### config.mk
export PLATFORM = sky130hd
export DESIGN_NAME = fir_decim_mac
export DESIGN_NICKNAME = d
export VERILOG_FILES = /design/src/rtl/fir_decim_mac_pkg.sv /design/src/rtl/fir_sample_ram.sv /design/src/rtl/fir_decim_mac.sv
export SDC_FILE = /design/constraint.sdc
export NUM_CORES = 1
export LEC_CHECK = 0
export ABC_AREA = 1
export BUFFER_PORTS_ARGS = -buffer_cell sky130_fd_sc_hd__buf_2
export CELL_PAD_IN_SITES_DETAIL_PLACEMENT = 1
export CELL_PAD_IN_SITES_GLOBAL_PLACEMENT = 1
export CORE_UTILIZATION = 40
export DETAILED_ROUTE_END_ITERATION = 6
export PLACE_DENSITY_LB_ADDON = 0.1
export SYNTH_ARGS = -nofsm -noshare
export SYNTH_HDL_FRONTEND = slang
export SYNTH_SLANG_ARGS = --single-unit
### constraint.sdc
create_clock -name clk -period 4.9 [get_ports clk]
set_input_delay 0.735 -clock clk [delete_from_list [all_inputs] [get_ports clk]]
set_output_delay 0.735 -clock clk [all_outputs]
set_load 0.1 [all_outputs]
### src/rtl/fir_decim_mac_pkg.sv
// Shared types and constants for the time-multiplexed decimating FIR (package fir_pkg).
package fir_pkg;

    localparam int DEF_INPUT_WIDTH = 16;
    localparam int DEF_COEFF_WIDTH = 8;
    localparam int DEF_NUM_TAPS    = 37;

    typedef enum logic [1:0] {IDLE, MAC, FLUSH, DONE} fir_state_t;

    typedef logic signed [DEF_COEFF_WIDTH-1:0] coeff_arr_t [DEF_NUM_TAPS];

    // Symmetric 37-tap lowpass; DC gain 515.
    localparam coeff_arr_t DEF_COEFFS = '{
        8'sd8,    8'sd6,    8'sd0,   -8'sd7,  -8'sd10,  -8'sd8,    8'sd0,   8'sd10,
        8'sd14,   8'sd11,   8'sd0,  -8'sd15,  -8'sd22, -8'sd18,    8'sd0,   8'sd30,
        8'sd75,   8'sd120,  8'sd127, 8'sd120,  8'sd75,   8'sd30,   8'sd0,  -8'sd18,
       -8'sd22,  -8'sd15,   8'sd0,   8'sd11,   8'sd14,   8'sd10,   8'sd0,  -8'sd8,
       -8'sd10,  -8'sd7,    8'sd0,   8'sd6,    8'sd8
    };

    function automatic int calcAccWidth(input coeff_arr_t c, input int in_width);
        int s;
        s = 0;
        for (int i = 0; i < DEF_NUM_TAPS; i++) begin
            s += (c[i] < 0) ? -int'(c[i]) : int'(c[i]);
        end
        return $clog2(s) + in_width;
    endfunction

endpackage

### src/rtl/fir_sample_ram.sv
// Circular sample buffer: one write port and one read port with a registered (1-cycle) read.
module fir_sample_ram #(
    parameter int WIDTH  = 16,
    parameter int DEPTH  = 37,
    parameter int ADDR_W = $clog2(DEPTH)
) (
    input  logic              clk,
    input  logic              we_i,
    input  logic [ADDR_W-1:0] waddr_i,
    input  logic [WIDTH-1:0]  wdata_i,
    input  logic [ADDR_W-1:0] raddr_i,
    output logic [WIDTH-1:0]  rdata_o
);

    logic [WIDTH-1:0] mem_q [DEPTH];
    logic [WIDTH-1:0] rdata_q;

    always_ff @(posedge clk) begin
        if (we_i) begin
            mem_q[waddr_i] <= wdata_i;
        end
        rdata_q <= mem_q[raddr_i];
    end

    assign rdata_o = rdata_q;

endmodule

### src/rtl/fir_decim_mac.sv
// Decimating FIR with a single MAC that walks the sample history once per DECIM accepts.
// Optional FIR_DECIM_ROUND_EN: round-half-up with positive saturation in the output stage.
module fir_decim_mac
    import fir_pkg::*;
#(
    parameter int INPUT_WIDTH  = DEF_INPUT_WIDTH,
    parameter int COEFF_WIDTH  = DEF_COEFF_WIDTH,
    parameter int NUM_TAPS     = DEF_NUM_TAPS,
    parameter logic signed [COEFF_WIDTH-1:0] COEFFS [NUM_TAPS] = DEF_COEFFS,
    parameter int DECIM        = 4,
    parameter int ACC_WIDTH    = calcAccWidth(DEF_COEFFS, DEF_INPUT_WIDTH),
    parameter int OUTPUT_WIDTH = 26
) (
    input  logic                    clk,
    input  logic                    rst,
    input  logic                    valid_in,
    input  logic [INPUT_WIDTH-1:0]  din,
    output logic                    ready_in,
    output logic                    valid_out,
    output logic [OUTPUT_WIDTH-1:0] dout
);

    localparam int PTR_W  = $clog2(NUM_TAPS);
    localparam int FILL_W = $clog2(NUM_TAPS + 1);
    localparam int PH_W   = (DECIM > 1) ? $clog2(DECIM) : 1;
    localparam int PROD_W = INPUT_WIDTH + COEFF_WIDTH;
    localparam logic [PTR_W-1:0] LAST_IDX = PTR_W'(NUM_TAPS - 1);

    fir_state_t state_q, state_d;
    logic ready_q, ready_d, issue, flush_q;
    logic [PTR_W-1:0]  wr_ptr_q, rd_ptr_q, tap_q, s1_tap_q;
    logic [PH_W-1:0]   phase_q;
    logic [FILL_W-1:0] fill_q;
    logic s1_vld_q, s1_first_q, s1_last_q, s1_use_q;
    logic s2_vld_q, s2_first_q, s2_last_q;
    logic [INPUT_WIDTH-1:0]        rd_data;
    logic signed [PROD_W-1:0]      prod_q, prod_d;
    logic signed [ACC_WIDTH-1:0]   acc_q, acc_d;
    logic [OUTPUT_WIDTH-1:0]       dout_q, dout_d;

    wire accept  = valid_in && ready_q;
    wire trigger = accept && (phase_q == PH_W'(DECIM - 1));

    fir_sample_ram #(.WIDTH(INPUT_WIDTH), .DEPTH(NUM_TAPS), .ADDR_W(PTR_W)) u_ram (
        .clk     (clk),
        .we_i    (accept),
        .waddr_i (wr_ptr_q),
        .wdata_i (din),
        .raddr_i (rd_ptr_q),
        .rdata_o (rd_data)
    );

    always_ff @(posedge clk) begin
        if (!rst) state_q <= IDLE;
        else      state_q <= state_d;
    end

    always_comb begin
        state_d = state_q;
        case (state_q)
            IDLE:    if (trigger) state_d = MAC;
            MAC:     if (tap_q == LAST_IDX) state_d = FLUSH;
            FLUSH:   if (flush_q) state_d = DONE;
            DONE:    state_d = IDLE;
            default: state_d = IDLE;
        endcase
    end

    // ready is registered from the next state so it is low throughout reset.
    always_comb begin
        issue     = (state_q == MAC);
        valid_out = (state_q == DONE);
        ready_d   = (state_d == IDLE);
    end

    always_ff @(posedge clk) begin
        if (!rst) begin
            ready_q  <= 1'b0;
            wr_ptr_q <= '0;
            phase_q  <= '0;
            fill_q   <= '0;
            tap_q    <= '0;
            rd_ptr_q <= '0;
            flush_q  <= 1'b0;
        end else begin
            ready_q <= ready_d;
            if (accept) begin
                wr_ptr_q <= (wr_ptr_q == LAST_IDX) ? '0 : wr_ptr_q + PTR_W'(1);
                phase_q  <= trigger ? '0 : phase_q + PH_W'(1);
                if (fill_q != FILL_W'(NUM_TAPS)) fill_q <= fill_q + FILL_W'(1);
            end
            // Tap 0 reads the slot being written by the triggering accept.
            if (state_q == IDLE) begin
                tap_q    <= '0;
                rd_ptr_q <= wr_ptr_q;
            end else if (issue) begin
                tap_q    <= tap_q + PTR_W'(1);
                rd_ptr_q <= (rd_ptr_q == '0) ? LAST_IDX : rd_ptr_q - PTR_W'(1);
            end
            flush_q <= (state_q == FLUSH) && !flush_q;
        end
    end

    always_comb begin
        prod_d = '0;
        if (s1_use_q) prod_d = PROD_W'($signed(rd_data)) * PROD_W'(COEFFS[s1_tap_q]);
    end

    assign acc_d = s2_first_q ? ACC_WIDTH'(prod_q) : acc_q + ACC_WIDTH'(prod_q);

    always_ff @(posedge clk) begin
        if (!rst) begin
            s1_vld_q   <= 1'b0;
            s1_first_q <= 1'b0;
            s1_last_q  <= 1'b0;
            s1_use_q   <= 1'b0;
            s1_tap_q   <= '0;
            s2_vld_q   <= 1'b0;
            s2_first_q <= 1'b0;
            s2_last_q  <= 1'b0;
            prod_q     <= '0;
            acc_q      <= '0;
            dout_q     <= '0;
        end else begin
            s1_vld_q   <= issue;
            s1_first_q <= (tap_q == '0);
            s1_last_q  <= (tap_q == LAST_IDX);
            s1_use_q   <= (FILL_W'(tap_q) < fill_q);
            s1_tap_q   <= tap_q;
            s2_vld_q   <= s1_vld_q;
            s2_first_q <= s1_first_q;
            s2_last_q  <= s1_last_q;
            prod_q     <= prod_d;
            if (s2_vld_q) acc_q <= acc_d;
            if (s2_vld_q && s2_last_q) dout_q <= dout_d;
        end
    end

    generate
        if (ACC_WIDTH == OUTPUT_WIDTH) begin : g_out_full
            assign dout_d = acc_d;
        end else begin : g_out_narrow
`ifdef FIR_DECIM_ROUND_EN
            localparam logic [ACC_WIDTH-1:0] HALF = ACC_WIDTH'(1) << (ACC_WIDTH - OUTPUT_WIDTH - 1);
            logic [ACC_WIDTH-1:0] rnd;
            logic unused_rnd_lsbs;
            assign rnd = acc_d + HALF;
            assign unused_rnd_lsbs = ^rnd[ACC_WIDTH-OUTPUT_WIDTH-1:0];
            // A non-negative acc that turns negative after rounding has overflowed.
            assign dout_d = (!acc_d[ACC_WIDTH-1] && rnd[ACC_WIDTH-1]) ?
                            {1'b0, {(OUTPUT_WIDTH-1){1'b1}}} : rnd[ACC_WIDTH-1 -: OUTPUT_WIDTH];
`else
            logic unused_acc_lsbs;
            assign unused_acc_lsbs = ^acc_d[ACC_WIDTH-OUTPUT_WIDTH-1:0];
            assign dout_d = acc_d[ACC_WIDTH-1 -: OUTPUT_WIDTH];
`endif
        end
    endgenerate

    assign ready_in = ready_q;
    assign dout     = dout_q;

endmodule

======== Word level (Yosys, flattened, before mapping) ========
Memory sizes are Yosys's and may differ from the RTL's. A register that Yosys moved wholly into a read port is not among the register bits.
Index checks and enable logic that the tools add are counted.
W data, S select, Z words.
word-level totals
  bits in registers ....................... 119
  latch bits .............................. 0
  RAM bits ................................ 592
  ROM bits ................................ 512
  bits of input ports ..................... 19
  output and inout bits ................... 28
  word-level logic and storage cells ...... 66
  memories kept ........................... 2
operators by class
  add/subtract/negate cells ............... 6
  $mul .................................... 1
  divide/modulo/power cells ............... 0
  $lt $le $gt $ge ......................... 2
  equal/unequal tests ..................... 7
  shift operators ......................... 0
  mux-type cells .......................... 14
  bitwise logic cells ..................... 2
  reduce and logical (&&, ||, !) cells .... 13
memories
  memory           depth  width  read ports  clocked after memory_dff  write ports  line                  text
  u_ram.mem_q      37     16     1           1                         1            fir_sample_ram.sv:15  logic [WIDTH-1:0] mem_q [DEPTH];
  (no name shown)  64     8      1           0                         0            fir_decim_mac.sv:106  if (s1_use_q) prod_d = PROD_W'($signed(rd_data)) * PROD_W'(COEFFS[s1_tap_q]);
operator list
  kind                   number
  $add A26 B24 Y26       1
  $mux W26               1
  $mul A16 B8 Y24        1
  $mux W6                4
  $add A6 B1 Y6 const B  3
  $mux W8                2
  $eq A6 B6 Y1 const B   2
  $logic_not A6 Y1       2
  $mux W2                4
  $pmux W2 S4            1
  $ge A7 B7 Y1 const B   1
  $not A6 Y7             1
  $eq A2 B2 Y1 const B   3
  $lt A6 B6 Y1           1
  $ne A6 B6 Y1 const B   1
  $sub A6 B1 Y6 const B  1
  $logic_and A1 B1 Y1    4
  $logic_not A2 Y1       2
  $reduce_and A2 Y1      2
  $add A2 B1 Y2 const B  1
  $eq A2 B1 Y1 const B   1
  $mux W1                2
  $reduce_bool A2 Y1     1
  $reduce_or A2 Y1       1
  other kinds (2)        2

======== Longest topological paths before layout ========
Gate-level depths: netlist of run 1.
  depth after elaboration ................. 5
  mapped depth ............................ 32
  mapped depth without buffers ............ 32

======== Modules after synthesis ========
From an unflattened synthesis of run 1, not the netlist that was laid out.
unflattened totals
  cells, all modules ...................... 3674
  area total of the unflattened synthesis .. 35930.7 sq um
modules (own cells, without submodules)
  module          instances  cells an instance  area an instance (sq um)  seq. area each (sq um)
  fir_sample_ram  1          1991               24293.3                   18097.4
  fir_decim_mac   1          1683               11637.4                   2382.3

======== Worst setup path after synthesis of run 1 ========
OpenSTA, ideal clock, no wires.
  path kind ............................... register -> register
  start ................................... register s1_tap_q[1]
  end ..................................... register prod_q[16]
  setup time .............................. 115 ps
  arrival time ............................ 5122 ps
  required time ........................... 4785 ps
  path slack .............................. -337 ps
  stages on the path, launching flop included .. 27
  path buffers ............................ 1
  clock period less this slack ............ 5237 ps
  path through ............................ dfxtp_1 > inv_1 > ha_1 > or2_2 > nand3_1 > o211ai_1 > a21oi_2 > buf_2 > nor2_1 > fa_1 > inv_1 > fa_1 > inv_1 > fa_1 > inv_1 > fa_1 > inv_1 > ha_1 > nand3_1 > nand2_1 > a21boi_1 > inv_1 > nand2_1 > nand2_1 > a21boi_1 > or2_2 > and2_1
between the ends
  word-level cells in the longest chain between the ends .. 5
RTL lines
  what                                         line                  text
  start: declaration                           fir_decim_mac.sv:31   logic [PTR_W-1:0] wr_ptr_q, rd_ptr_q, tap_q, s1_tap_q;
  start signal: assignment                     fir_decim_mac.sv:129  s1_tap_q <= tap_q;
  $not A6 Y7 (not written as such)             fir_decim_mac.sv:106
  $mem_v2 Z64 W8                               -
  $mux W8 (not written as such) (2 in series)  fir_decim_mac.sv:106
  $mul A16 B8 Y24                              fir_decim_mac.sv:106
  end signal: assignment                       fir_decim_mac.sv:133  prod_q <= prod_d;
  end: declaration                             fir_decim_mac.sv:37   logic signed [PROD_W-1:0] prod_q, prod_d;
Every way passes these cells. The select of a mux whose other input is x is not followed.
A chain may end at the register's enable or synchronous reset.

======== Final worst setup path of run 1 ========
  start ................................... register s1_tap_q[1]
  end ..................................... register prod_q[22]
Same word-level chain as after synthesis.

==> results of run 1 <==
-- layout by cell type (no fill, tap or decap), types with 7 or more instances in the layout --
cell | netlist | final
ha_1 | 90 | 68
bufinv_16 | 0 | 10
o221ai_1 | 37 | 36
nor2_1 | 662 | 630
clkinv_2 | 0 | 10
clkinv_1 | 4 | 12
o21ai_1 | 50 | 59
nand2_2 | 2 | 19
a21oi_2 | 1 | 12
buf_2 | 53 | 47
clkbuf_1 | 68 | 20
dfxtp_1 | 135 | 130
clkbuf_16 | 0 | 84
nand2_1 | 450 | 425
o21ai_2 | 1 | 10
inv_1 | 351 | 324
nor2_2 | 0 | 22
buf_6 | 18 | 16
nand3_1 | 138 | 132
edfxtp_1 | 592 | 592
xor2_1 | 11 | 11
nor3_1 | 14 | 9
inv_2 | 3 | 26
buf_4 | 13 | 154
nor2_4 | 0 | 10
ha_4 | 0 | 20
a21oi_1 | 91 | 76
or2_2 | 11 | 10
buf_12 | 1 | 8
fa_1 | 104 | 101
inv_6 | 0 | 7
clkbuf_8 | 0 | 7
nand4_1 | 22 | 22
o21ai_0 | 356 | 337
nand2_4 | 0 | 8
o22ai_1 | 89 | 89
o211ai_1 | 44 | 44
-- critical path, stage by stage (launching register included) --
cell and delay [ns]:
dfxtp_4 0.40, inv_4 0.06, ha_4 0.16, or2_4 0.26, buf_6 0.12, nand3_2 0.04
o211ai_1 0.12, a21oi_2 0.28, buf_6 0.18, nor2_2 0.06, ha_1 0.30, inv_1 0.05
fa_1 0.50, inv_1 0.05, fa_1 0.53, inv_1 0.05, fa_1 0.55, inv_2 0.06
ha_4 0.30, buf_6 0.12, nand2_4 0.05, nor2_2 0.10, and2_4 0.15, nand4_1 0.10
nand3_1 0.14, o21ai_0 0.08, a21oi_1 0.17
-- repair_timing --
item,4_1_cts,5_1_grt
resized for setup,116,96
hold buffers,0,0
setup buffers,10,11
cloned,5,1
pin swaps,38,49
setup endpoints to repair,15,15
-- state kept, by name (all words and copies together) (netlist names), 2 cells and up --
register / cells
fill_q: 6
prod_q: 24
wr_ptr_q: 6
dout: 26
tap_q: 6
rd_ptr_q: 6
state_q: 2
s1_tap_q: 6
phase_q: 2
u_ram.mem_q: 592
u_ram.rdata_o: 16
acc_q: 26
-- worst max-delay path by stage --
stage / from / endpoint / slack (ns) / cells past startpoint
after floorplan: s1_tap_q[1] / prod_q[16] / 0.05 / 28
after CTS: s1_tap_q[1] / prod_q[23] / -0.10 / 29
after global placement: s1_tap_q[0] / prod_q[22] / -0.25 / 25
after global routing: s1_tap_q[0] / prod_q[23] / -0.36 / 29
final: s1_tap_q[1] / prod_q[22] / -0.14 / 26
after detailed placement: s1_tap_q[1] / prod_q[22] / -0.35 / 25
-- report_power, final --
part / switching, W / internal, W
registers: 0.0000585 / 0.00671
logic: 0.000652 / 0.000280
clock network: 0.00259 / 0.00382
-- synthesized netlist by cell type, drive strengths merged, types with 70 or more instances --
master | count | share of area (%)
edfxtp | 592 | 50
nor2 | 662 | 7.0
fa | 104 | 5.9
nand3 | 138 | 2.0
nand2 | 452 | 4.8
dfxtp | 135 | 7.7
clkbuf | 70 | 0.75
a21oi | 92 | 1.3
buf | 91 | 1.7
o22ai | 89 | 1.6
o21ai | 407 | 5.8
inv | 355 | 3.8
ha | 90 | 3.2
-- routing by layer --
layer | wire (um) | share of wire [%] | vias up
met2 | 55200 | 50 | 572
met3 | 4820 | 4.3 | 167
li1 | - | - | 12200
met5 | 0 | 0 | -
met1 | 47100 | 42 | 13400
met4 | 4180 | 3.8 | 0
-- cell type report --
| class | count | area share [%] |
|---|---|---|
| clock buffer | 111 | 5.51 |
| clock inverter | 42 | 1.33 |
| inverter | 359 | 3.34 |
| multi-input combinational | 2225 | 32.3 |
| sequential | 727 | 49.7 |
| tap | 1155 | 3.50 |
| timing repair buffer | 228 | 4.35 |
| timing repair inverter | 1 | 0.0182 |
-- logic make-up after synthesis --
family	after synthesis	share of synthesized area, %
mux	1	0.0284
compound gates	699	11.2
xor+xnor	15	0.372
simple gates	1316	14.9
flops	727	58.1
buf+inv	520	6.30
fa+ha+maj	194	9.10
-- per-stage QoR --
stage               worst slack (ns)  TNS [ns]  total power [W]  util, %
floorplan                     0.0548         0          0.00735        -
global placement              -0.252     -2.39          0.00773     43.0
detailed placement            -0.351     -3.60          0.00776     43.0
CTS                           -0.103    -0.714           0.0142     46.9
global route                  -0.357     -4.06           0.0145     47.4
finish                        -0.141    -0.766           0.0141     47.4
==> summary.md, run 1 <==
| Metric | Value |
|---|---|
| Run status | finished with violations |
| Failing checks | setup timing |
| Vias per cell | 5.42 |
| DR WL/cell | 23.0 um |
| Layout overhead on the synthesized area | 17.0% |
| Multi-input gate area | 13300 sq um |
| CTS tree | yes |
| Fmax | 0.198 GHz |
| R2R Path End | prod_q[22] |
| Drt drc | 0 |
| Post-Syn Area | 35300 sq um |
| Starting Density | 40.5% |
| FF-to-FF setup slack | -0.14 ns |
| Setup CP Type | flip-flop to flip-flop |
| First-pass GRT wire length | 170000 um |
| Least-Margin Pin Slew | 1.00 ns |
| Post-Place Cell Area | 37400 sq um |
| Fin crit period | 5.04 ns |
| Final Instance Area | 41300 sq um |
| Final HPWL from detailed placement | 70100 um |
| CTS sink cnt | 727 |
| Syn. warnings | 0 |
| Antenna-violating nets left | 0 |
| Post-Syn Area per Cell | 10.2 sq um |
| CTS clk-pin slew, worst paths | 0.06 ns |
| Number of buffers created by CTS | 82 |
| Ant. Diodes | 0 |
| Fill cells | 9536 |
| Most used routing layer | met2 |
| Hold_ws | 0.429 ns |
| Post-Route Skew | 0.0367 ns |
| # rows | 108 |
| Met2 global-route usage | 43.4% |
| H-Tree Depth | 3 |
| GP Congestion | 0.874 |
| Number of global-route vias before repair | 28.3k |
| DR iter-0 viols | 1663 |
| Core area | 87000 sq um |
| Synth Flop Type | edfxtp_1 |
| M3 GR Usage | 3.45% |
| Worst Path Arrival | 5.62 ns |
| Final Instance Count excl. Fillers | 4848 |
| Clk_lat worst skew | 0.67 ns |
| GR Util met1 | 31.8% |
| Final period util | 103% |
| Initial DRT Pass Iterations | 7 |
| Share of flip-flops with an asynchronous set or reset | 0% |
| CP Max Fanout | 8 |
| Die Ht | 299 um |
| Io pins | 47 |
| Die Span X | 299 um |
| Total grt overflow | 0 |
| Slew headroom | 33.3% |
| Hold path start | flush_q |
| Seq. cell area | 20500 sq um |
| Total Routing Usage GR | 25.1% |
| Mapped Nets | 3685 |
| CTS max path bufs | 3 |
| CP Launch Type | flip-flop |
| Layout cells sized above 1 | 14.4% |
| Sequential-to-total area share from yosys stat | 58.1% |
| Port Buffers | 46 |
| CP Data Required Time | 5.48 ns |
| Sink of the worst hold path | flush_q |
| Routed Wire Length | 111000 um |
| Root Driver | clkbuf_16 |
| Full die area | 89400 sq um |
| Worst hold path class | flip-flop to flip-flop |
| Final nets | 3837 |
| Final Setup Violations | 12 |
| Library cells used by synthesis | 51 |
| Pwr Density | 342 nW/um^2 |
| Final hold violation count | 0 |
| Max-cap violations | 0 |
| Register bit total from synthesis | 727 |
| Worst vdd ir | 0.000374 V |
| Worst Slack Setup Final | -0.141 ns |
| Worst R2R Path Depth | 26 |
| Via count | 26.3k |
| Placed Cells | 4668 |
| Synth Instances | 3472 |
| Hold Path Depth | 1 |
| Largest net degree at the start of global routing | 130 |
| CP Capture Type | flip-flop |
| RR Startpoint | s1_tap_q[1] |
| Leakage power | 16.2 nW |
| Initial antenna violation count | 1 |
| Unrepaired setup endpoints after global routing | yes |
| Post-synth EDFFs | 592 |
| Final Max Slew Viols | 0 |
Power figures use the tool's default switching activity.
==> inputs of run 2 (changes only) <==
--- a/config.mk
+++ b/config.mk
@@ -7,6 +7,7 @@
 export LEC_CHECK = 0
 export ABC_AREA = 1
 export BUFFER_PORTS_ARGS = -buffer_cell sky130_fd_sc_hd__buf_2
+export CAP_MARGIN = 40
 export CELL_PAD_IN_SITES_DETAIL_PLACEMENT = 1
 export CELL_PAD_IN_SITES_GLOBAL_PLACEMENT = 1
 export CORE_UTILIZATION = 40
@@ -15,3 +16,4 @@
 export SYNTH_ARGS = -nofsm -noshare
 export SYNTH_HDL_FRONTEND = slang
 export SYNTH_SLANG_ARGS = --single-unit
+export TNS_END_PERCENT = 50
==> constraint.sdc (replaced) <==
create_clock -name clk -period 4.59 [get_ports clk]
set_input_delay 0.6885 -clock clk [delete_from_list [all_inputs] [get_ports clk]]
set_output_delay 0.6885 -clock clk [all_outputs]
set_load 0.1 [all_outputs]
==> run 2 against run 1 <==
Compared with the run above: the flow still finishes with violations (setup timing); sequential cell count unchanged; die area unchanged; cell area increased by 0.21%; combinational power increased by 9%; utilization increased by 0.10 points; via count increased by 0.62%; fmax decreased by 0.85%; critical path type unchanged; largest cell class unchanged.
==> summary.md, run 2 (synthesized netlist as in run 1, its figures left out) <==
| Metric | Value |
|---|---|
| Run status | finished with violations |
| Failing checks | setup timing |
| Slew headroom | 36.9% (+3.6 points) |
| Least-Margin Pin Slew | 0.947 ns (-0.0539 ns) |
| Final nets | 3866 (+0.76%) |
| Io pins | 47 (unchanged) |
| Fin crit period | 5.08 ns (+0.0430 ns) |
| Clk network pwr share | 43.6% (-1.8 points) |
| Max stage delay on crit path | 0.55 ns (about the same) |
| Slowest cell on crit path | fa_1 |
| Commonest non-fill, non-tap cell in the layout | nor2_1 |
| Vias per cell | 5.43 (+0.17%) |
| Via count | 26.5k (+0.62%) |
| Post-Route Skew | 0.0275 ns (-0.00924 ns) |
| Final Instance Count excl. Fillers | 4870 (+0.45%) |
| Sw Ratio | 23.7% (+0.36 points) |
| Number of global-route vias before repair | 28.5k (+0.60%) |
| Hold_ws | 0.283 ns (-0.145 ns) |
| Reg power frac | 49.4% (+1.4 points) |
| Final Instance Area | 41300 sq um (+0.21%) |
| Setup CP Type | flip-flop to flip-flop |
| Logic pwr share | 7.0% (+0.4 points) |
| Worst Slack Setup Final | -0.494 ns (-0.353 ns) |
| # rows | 108 (unchanged) |
| Most frequent cells in the layout | 628 x nor2_1, 592 x edfxtp_1, 432 x nand2_1 |
| Post-Place Cell Area | 37800 sq um (+0.95%) |
| Layout cells sized above 1 | 14.9% (+0.48 points) |
| Die Span X | 299 um (unchanged) |
| Pre-CTS WS | -0.685 ns (-0.335 ns) |
| CP Data Required Time | 5.15 ns (-0.33 ns) |
| Most used routing layer | met2 |
| Met2 global-route usage | 44.0% (+0.61 points) |
| Core area | 87000 sq um (unchanged) |
| Ant. Diodes | 0 (unchanged) |
| CP Capture Type | flip-flop |
| Routed Wire Length | 111000 um (about the same) |
| Starting Density | 40.5% (unchanged) |
| Net switching power | 0.00347 W (+5.2%) |
| Final hold violation count | 0 (unchanged) |
| Final Setup Violations | 17 (+5) |
| Worst Path Arrival | 5.65 ns (+0.03 ns) |
| Total grt overflow | 0 (unchanged) |
| Full die area | 89400 sq um (unchanged) |
| Top cell by count, worst path | fa_1 |
| Initial DRT Pass Iterations | 5 (-2) |
| Total Routing Usage GR | 25.1% (about the same) |
| Root Driver | clkbuf_16 |
| First-pass GRT wire length | 171000 um (+0.72%) |
| Biggest register | u_ram.mem_q |
| DR WL/cell | 22.9 um (-0.38%) |
| Worst hold path class | primary input to flip-flop |
| Placed Cells | 4698 (+0.64%) |
| Fmax | 0.197 GHz (-0.85%) |
| M3 GR Usage | 2.65% (-0.81 points) |
| Drt drc | 0 (unchanged) |
| CTS sink cnt | 727 (unchanged) |
| Final Max Slew Viols | 0 (unchanged) |
| Clk_lat worst skew | 0.64 ns (-0.03 ns) |
| DR iter-0 viols | 1637 (-1.6%) |
| Hold-fix buffers at CTS | 0 (unchanged) |
| CP Max Fanout | 7 (-1) |
| Initial antenna violation count | 1 (unchanged) |
| GR Util met1 | 32.5% (+0.70 points) |
| CTS tree | yes |
| Unrepaired setup endpoints after global routing | yes |
| Pwr Density | 353 nW/um^2 (+3.4%) |
| CTS max path bufs | 3 (unchanged) |
| H-Tree Depth | 3 (unchanged) |
| Die Ht | 299 um (unchanged) |
| Layout overhead on the synthesized area | 17.2% |
| Final HPWL from detailed placement | 72100 um (+2.9%) |
| CTS clk-pin slew, worst paths | 0.06 ns (about the same) |
| Max-cap violations | 0 (unchanged) |
| Worst vdd ir | 0.000392 V (+4.8%) |
| CP Launch Type | flip-flop |
| Leakage power | 16.3 nW (+0.55%) |
| Max reg flops | 592 (unchanged) |
| Port Buffers | 46 (unchanged) |
| Final period util | 111% (+7.9 points) |
| GP Congestion | 0.876 (+0.21%) |
| Antenna-violating nets left | 0 (unchanged) |
| Largest net degree at the start of global routing | 121 (-6.9%) |
| Int Pwr | 0.0111 W (+3.1%) |
| Number of buffers created by CTS | 81 (-1.2%) |
==> run 2: worst paths after layout <==
check / start / depth (start not counted) / to / slack (ns)
worst max-delay path: s1_tap_q[1] / 27 / prod_q[22] / -0.49
worst min-delay path: din[3] / 1 / u_ram.mem_q[12][3] / 0.28
worst max register to register: s1_tap_q[1] / 27 / prod_q[22] / -0.49
worst min register to register: s1_vld_q / 2 / s2_vld_q / 0.42
==> run 2: cell type report <==
type / count / area (sq um)
Clock buffer: 101 / 2180
Clock inverter: 44 / 389
Fill cell: 9541 / 45700
Inverter: 359 / 1390
Multi-Input combinational cell: 2225 / 13300
Sequential cell: 727 / 20500
Tap cell: 1155 / 1450
Timing Repair Buffer: 258 / 2130
Timing Repair inverter: 1 / 7.51
==> run 2: timing repair <==
| item | CTS | global route |
|---|---|---|
| pin swaps | 54 | 66 |
| hold endpoints to repair | 0 | 0 |
| setup buffers | 14 | 10 |
| gates cloned | 1 | 1 |
| endpoints found under the setup margin | 17 | 18 |
| gates resized for setup | 118 | 83 |
==> run 2: power by group through the flow <==
stage | Clock [W] | Combinational, W | Sequential (W)
5_1_grt | 0.00673 | 0.00112 | 0.00722
2_1_floorplan | 0 | 0.000524 | 0.00733
6_report | 0.00636 | 0.00102 | 0.00722
4_1_cts | 0.00651 | 0.00100 | 0.00722
3_3_place_gp | 0 | 0.000909 | 0.00736
3_5_place_dp | 0 | 0.000952 | 0.00736
==> run 2: metal layers <==
metal / up-vias / wire length [um]
li1: 12200 / -
met1: 13600 / 48700
met2: 501 / 55800
met3: 173 / 3770
met4: 0 / 3110
met5: - / 0
==> run 2: critical path, delay by kind of cell (launching register included) <==
kind / cells / cell delay, ns
fa+ha+maj: 6 / 2.62
simple gates: 9 / 0.92
buf+inv: 9 / 0.78
flops: 1 / 0.36
compound gates: 3 / 0.33
==> run 2: stage by stage <==
stage | util (%) | power (W) | TNS (ns)
after floorplan | - | 0.00785 | -0.893
after global placement | 43.3 | 0.00827 | -7.14
after detailed placement | 43.4 | 0.00832 | -8.80
after CTS | 47.0 | 0.0147 | -5.11
after global routing | 47.5 | 0.0151 | -10.71
final | 47.5 | 0.0146 | -6.31
==> inputs of run 3 (changes only) <==
--- a/config.mk
+++ b/config.mk
@@ -5,14 +5,13 @@
 export SDC_FILE = /design/constraint.sdc
 export NUM_CORES = 1
 export LEC_CHECK = 0
-export ABC_AREA = 1
 export BUFFER_PORTS_ARGS = -buffer_cell sky130_fd_sc_hd__buf_2
 export CAP_MARGIN = 40
 export CELL_PAD_IN_SITES_DETAIL_PLACEMENT = 1
 export CELL_PAD_IN_SITES_GLOBAL_PLACEMENT = 1
 export CORE_UTILIZATION = 40
 export DETAILED_ROUTE_END_ITERATION = 6
-export PLACE_DENSITY_LB_ADDON = 0.1
+export PLACE_DENSITY = 0.7
 export SYNTH_ARGS = -nofsm -noshare
 export SYNTH_HDL_FRONTEND = slang
 export SYNTH_SLANG_ARGS = --single-unit
==> run 3 against run 2 <==
Compared with the run above: critical path type unchanged; largest cell class unchanged; the flow still finishes with violations (setup timing); via count down 24%; non-clock buffer count down 6; wire length down 21%; utilization up 0.54 points; fmax down 11%; die area down 3.7%.
==> summary.md, run 3 <==
| Metric | Value |
|---|---|
| Pwr Density | 364 nW/um^2 (+3.1%) |
| Ant. Diodes | 0 (unchanged) |
| Logic pwr share | 4.7% (-2.3 points) |
| Sequential-to-total area share from yosys stat | 60.3% (+2.3 points) |
| Worst path bufs/invs | 6 (-3) |
| Int Pwr | 0.0115 W (+2.8%) |
| DR iter-0 viols | 1252 (-24%) |
| RR Startpoint | s1_tap_q[0] |
| CP Data Required Time | 5.07 ns (-0.08 ns) |
| Vias per cell | 5.46 (+0.43%) |
| Initial DRT Pass Iterations | 5 (unchanged) |
| Setup total negative slack | -13.73 ns (-7.42 ns) |
| # rows | 106 (-1.9%) |
| Crit path launch | s1_tap_q[0] |
| Share of flip-flops with an asynchronous set or reset | 0% (unchanged) |
| Total power | 0.0147 W (+0.39%) |
| Number of buffers created by CTS | 79 (-2.5%) |
| Fin crit period | 5.70 ns (+0.619 ns) |
| Most frequent cells in the layout | 592 x edfxtp_1, 182 x buf_4, 177 x mux4_2 |
| Biggest register | u_ram.mem_q |
| Final period util | 124% (+13 points) |
| Hold-fix buffers at CTS | 0 (unchanged) |
| Delay-heaviest family, CP | adder cells |
| Antenna-violating nets left | 0 (unchanged) |
| Net switching power | 0.00321 W (-7.3%) |
| Io pins | 47 (unchanged) |
| Final hold violation count | 0 (unchanged) |
| Drt drc | 0 (unchanged) |
| Commonest non-fill, non-tap cell in the layout | edfxtp_1 |
| Total Routing Usage GR | 20.6% (-4.4 points) |
| Via count | 20.0k (-24%) |
| CTS clk-pin slew, worst paths | 0.06 ns (about the same) |
| Hold path start | s1_last_q |
| Synth Instances | 2234 (-36%) |
| Routed Wire Length | 87600 um (-21%) |
| Most frequent cells after synthesis | 592 x edfxtp_1, 177 x mux4_2, 165 x inv_1, 147 x nor2_1, 135 x dfxtp_1 |
| Share of the synthesized area in the top cell type | 52.4% (+2.0 points) |
| GP Congestion | 0.853 (-2.5%) |
| Register bit total from synthesis | 727 (unchanged) |
| Die Ht | 293 um (-1.9%) |
| Synth Flop Type | edfxtp_1 |
| CP Capture Type | flip-flop |
| Layout cells sized above 1 | 27.0% (+12 points) |
| Initial antenna violation count | 1 (unchanged) |
| Post-Syn Area | 33900 sq um (-3.7%) |
| Starting Density | 40.5% (about the same) |
| CP Max Fanout | 5 (-2) |
| Slew headroom | 35.7% (-1.2 points) |
| Post-Route Skew | 0.0498 ns (+0.0223 ns) |
| Layout overhead on the synthesized area | 18.6% |
| Area leader, netlist | edfxtp_1 |
| Max reg flops | 592 (unchanged) |
| Sw Ratio | 21.9% (-1.8 points) |
| Clk network pwr share | 46.1% (+2.5 points) |
| Slowest cell on crit path | fa_1 |
| Largest net degree at the start of global routing | 79 (-35%) |
| Number of global-route vias before repair | 21.9k (-23%) |
| Unrepaired setup endpoints after global routing | yes |
| Fmax | 0.175 GHz (-11%) |
| Run status | finished with violations |
| H-Tree Depth | 3 (unchanged) |
| Syn. warnings | 0 (unchanged) |
| Worst vdd ir | 0.000352 V (-10%) |
| Mapped Nets | 2447 (-34%) |
| Core area | 83800 sq um (-3.7%) |
| Worst Slack Setup Final | -1.11 ns (-0.619 ns) |
| Ranking of synthesized cells by area | edfxtp_1 52%, mux4_2 12%, dfxtp_1 8.0%, fa_1 6.1%, ha_1 3.3% |
| Max stage delay on crit path | 0.54 ns (about the same) |
| Failing checks | setup timing |
| Port Buffers | 46 (unchanged) |
| DR WL/cell | 23.9 um (+4.6%) |
| First-pass GRT wire length | 134000 um (-21%) |
| CTS tree | yes |
| Max-cap violations | 0 (unchanged) |
| Final HPWL from detailed placement | 56400 um (-22%) |
| Post-synth EDFFs | 592 (unchanged) |
| Total grt overflow | 0 (unchanged) |
| Post-Syn Area per Cell | 15.2 sq um (+50%) |
| Top cell by count, worst path | fa_1 |
| Library cells used by synthesis | 74 (+45%) |
| Final Max Slew Viols | 0 (unchanged) |
| Root Driver | clkbuf_16 |
| CP Launch Type | flip-flop |
| Clk_lat worst skew | 0.66 ns (+0.02 ns) |
| Count leader, synth | edfxtp_1 |
| Full die area | 86000 sq um (-3.7%) |
| Worst Path Arrival | 6.19 ns (+0.54 ns) |
| Final Setup Violations | 18 (+1) |
| Reg power frac | 49.2% (-0.2 points) |
| Setup CP Type | flip-flop to flip-flop |
| CTS sink cnt | 727 (unchanged) |
| Final nets | 2675 (-31%) |
| Worst hold path class | flip-flop to flip-flop |
| CTS max path bufs | 3 (unchanged) |
| Least-Margin Pin Slew | 0.964 ns (+0.0165 ns) |
| Die Span X | 293 um (-1.9%) |
| Leakage power | 14.2 nW (-13%) |
run 3: cell types whose count changed after synthesis, moves of 39 or more:
cell      delta
nor2b_1     +54
mux4_2     +177
nand3_1    -111
o211ai_1    -39
o21ai_0    -290
inv_1      -186
o21ai_1     -45
o22ai_1     -85
a211oi_1    +45
buf_2       -42
nor2_1     -515
and2_1      +79
nand2_1    -382
run 3: kinds of logic after synthesis:
logic type	synth area share [%]
and+or+nand+nor	7.17
muxes	12.9
DFF	60.3
adders and majority gates	9.45
AOI/OAI and AO/OA	5.82
buffers and inverters	3.19
xor gates and xnor gates	1.11
run 3: metal layers:
layer	vias to the layer above	share of wire (%)	global-route usage [%]
li1	8797	-	-
met1	10500	40	25.6
met2	526	52	37.1
met3	145	4.6	3.02
met4	2	3.0	6.25
met5	-	0.017	0
run 3: cell type report:
type	instances	area [sq um]
clock buffer	98	2080
clock inverter	49	713
fill	8259	43500
inverter	166	641
multi-input combinational	1236	12900
sequential	727	20500
tap	1134	1420
timing repair buffer	252	1990
run 3: timing repair:
item / in CTS / in global routing
hold endpoints to repair: 0 / 0
pin swaps: 67 / 21
gates cloned: 1 / 0
setup endpoints to repair: 18 / 19
gates resized for setup: 97 / 32
setup buffers: 31 / 4
run 3: final timing paths:
check                                  end  slack [ns]  cells after the start
worst min register to register   s2_last_q        0.42                      1
worst min-delay path             s2_last_q        0.42                      1
worst max register to register  prod_q[23]       -1.11                     25
worst max-delay path            prod_q[23]       -1.11                     25
run 3: per-stage QoR:
stage / instance area [sq um] / instances / hold slack [ns] / setup WS, ns / utilization, %
6_report: 40300 / 3662 / 0.419 / -1.11 / 48.0
5_1_grt: 40300 / 3662 / 0.453 / -1.36 / 48.0
4_1_cts: 40100 / 3659 / 0.420 / -1.11 / 47.9
3_5_place_dp: 36700 / 3482 / 0.423 / -1.24 / 43.8
3_3_place_gp: 36700 / 3479 / 0.407 / -1.01 / 43.7
2_1_floorplan: 34100 / 2234 / 0.398 / -0.715 / -
run 3: power groups by stage:
stage	Combinational, W	Sequential (W)	Clock, W
after global routing	0.000756	0.00721	0.00711
after CTS	0.000697	0.00721	0.00688
after floorplan	0.000387	0.00732	0
final	0.000697	0.00721	0.00676
after detailed placement	0.000675	0.00735	0
after global placement	0.000631	0.00736	0
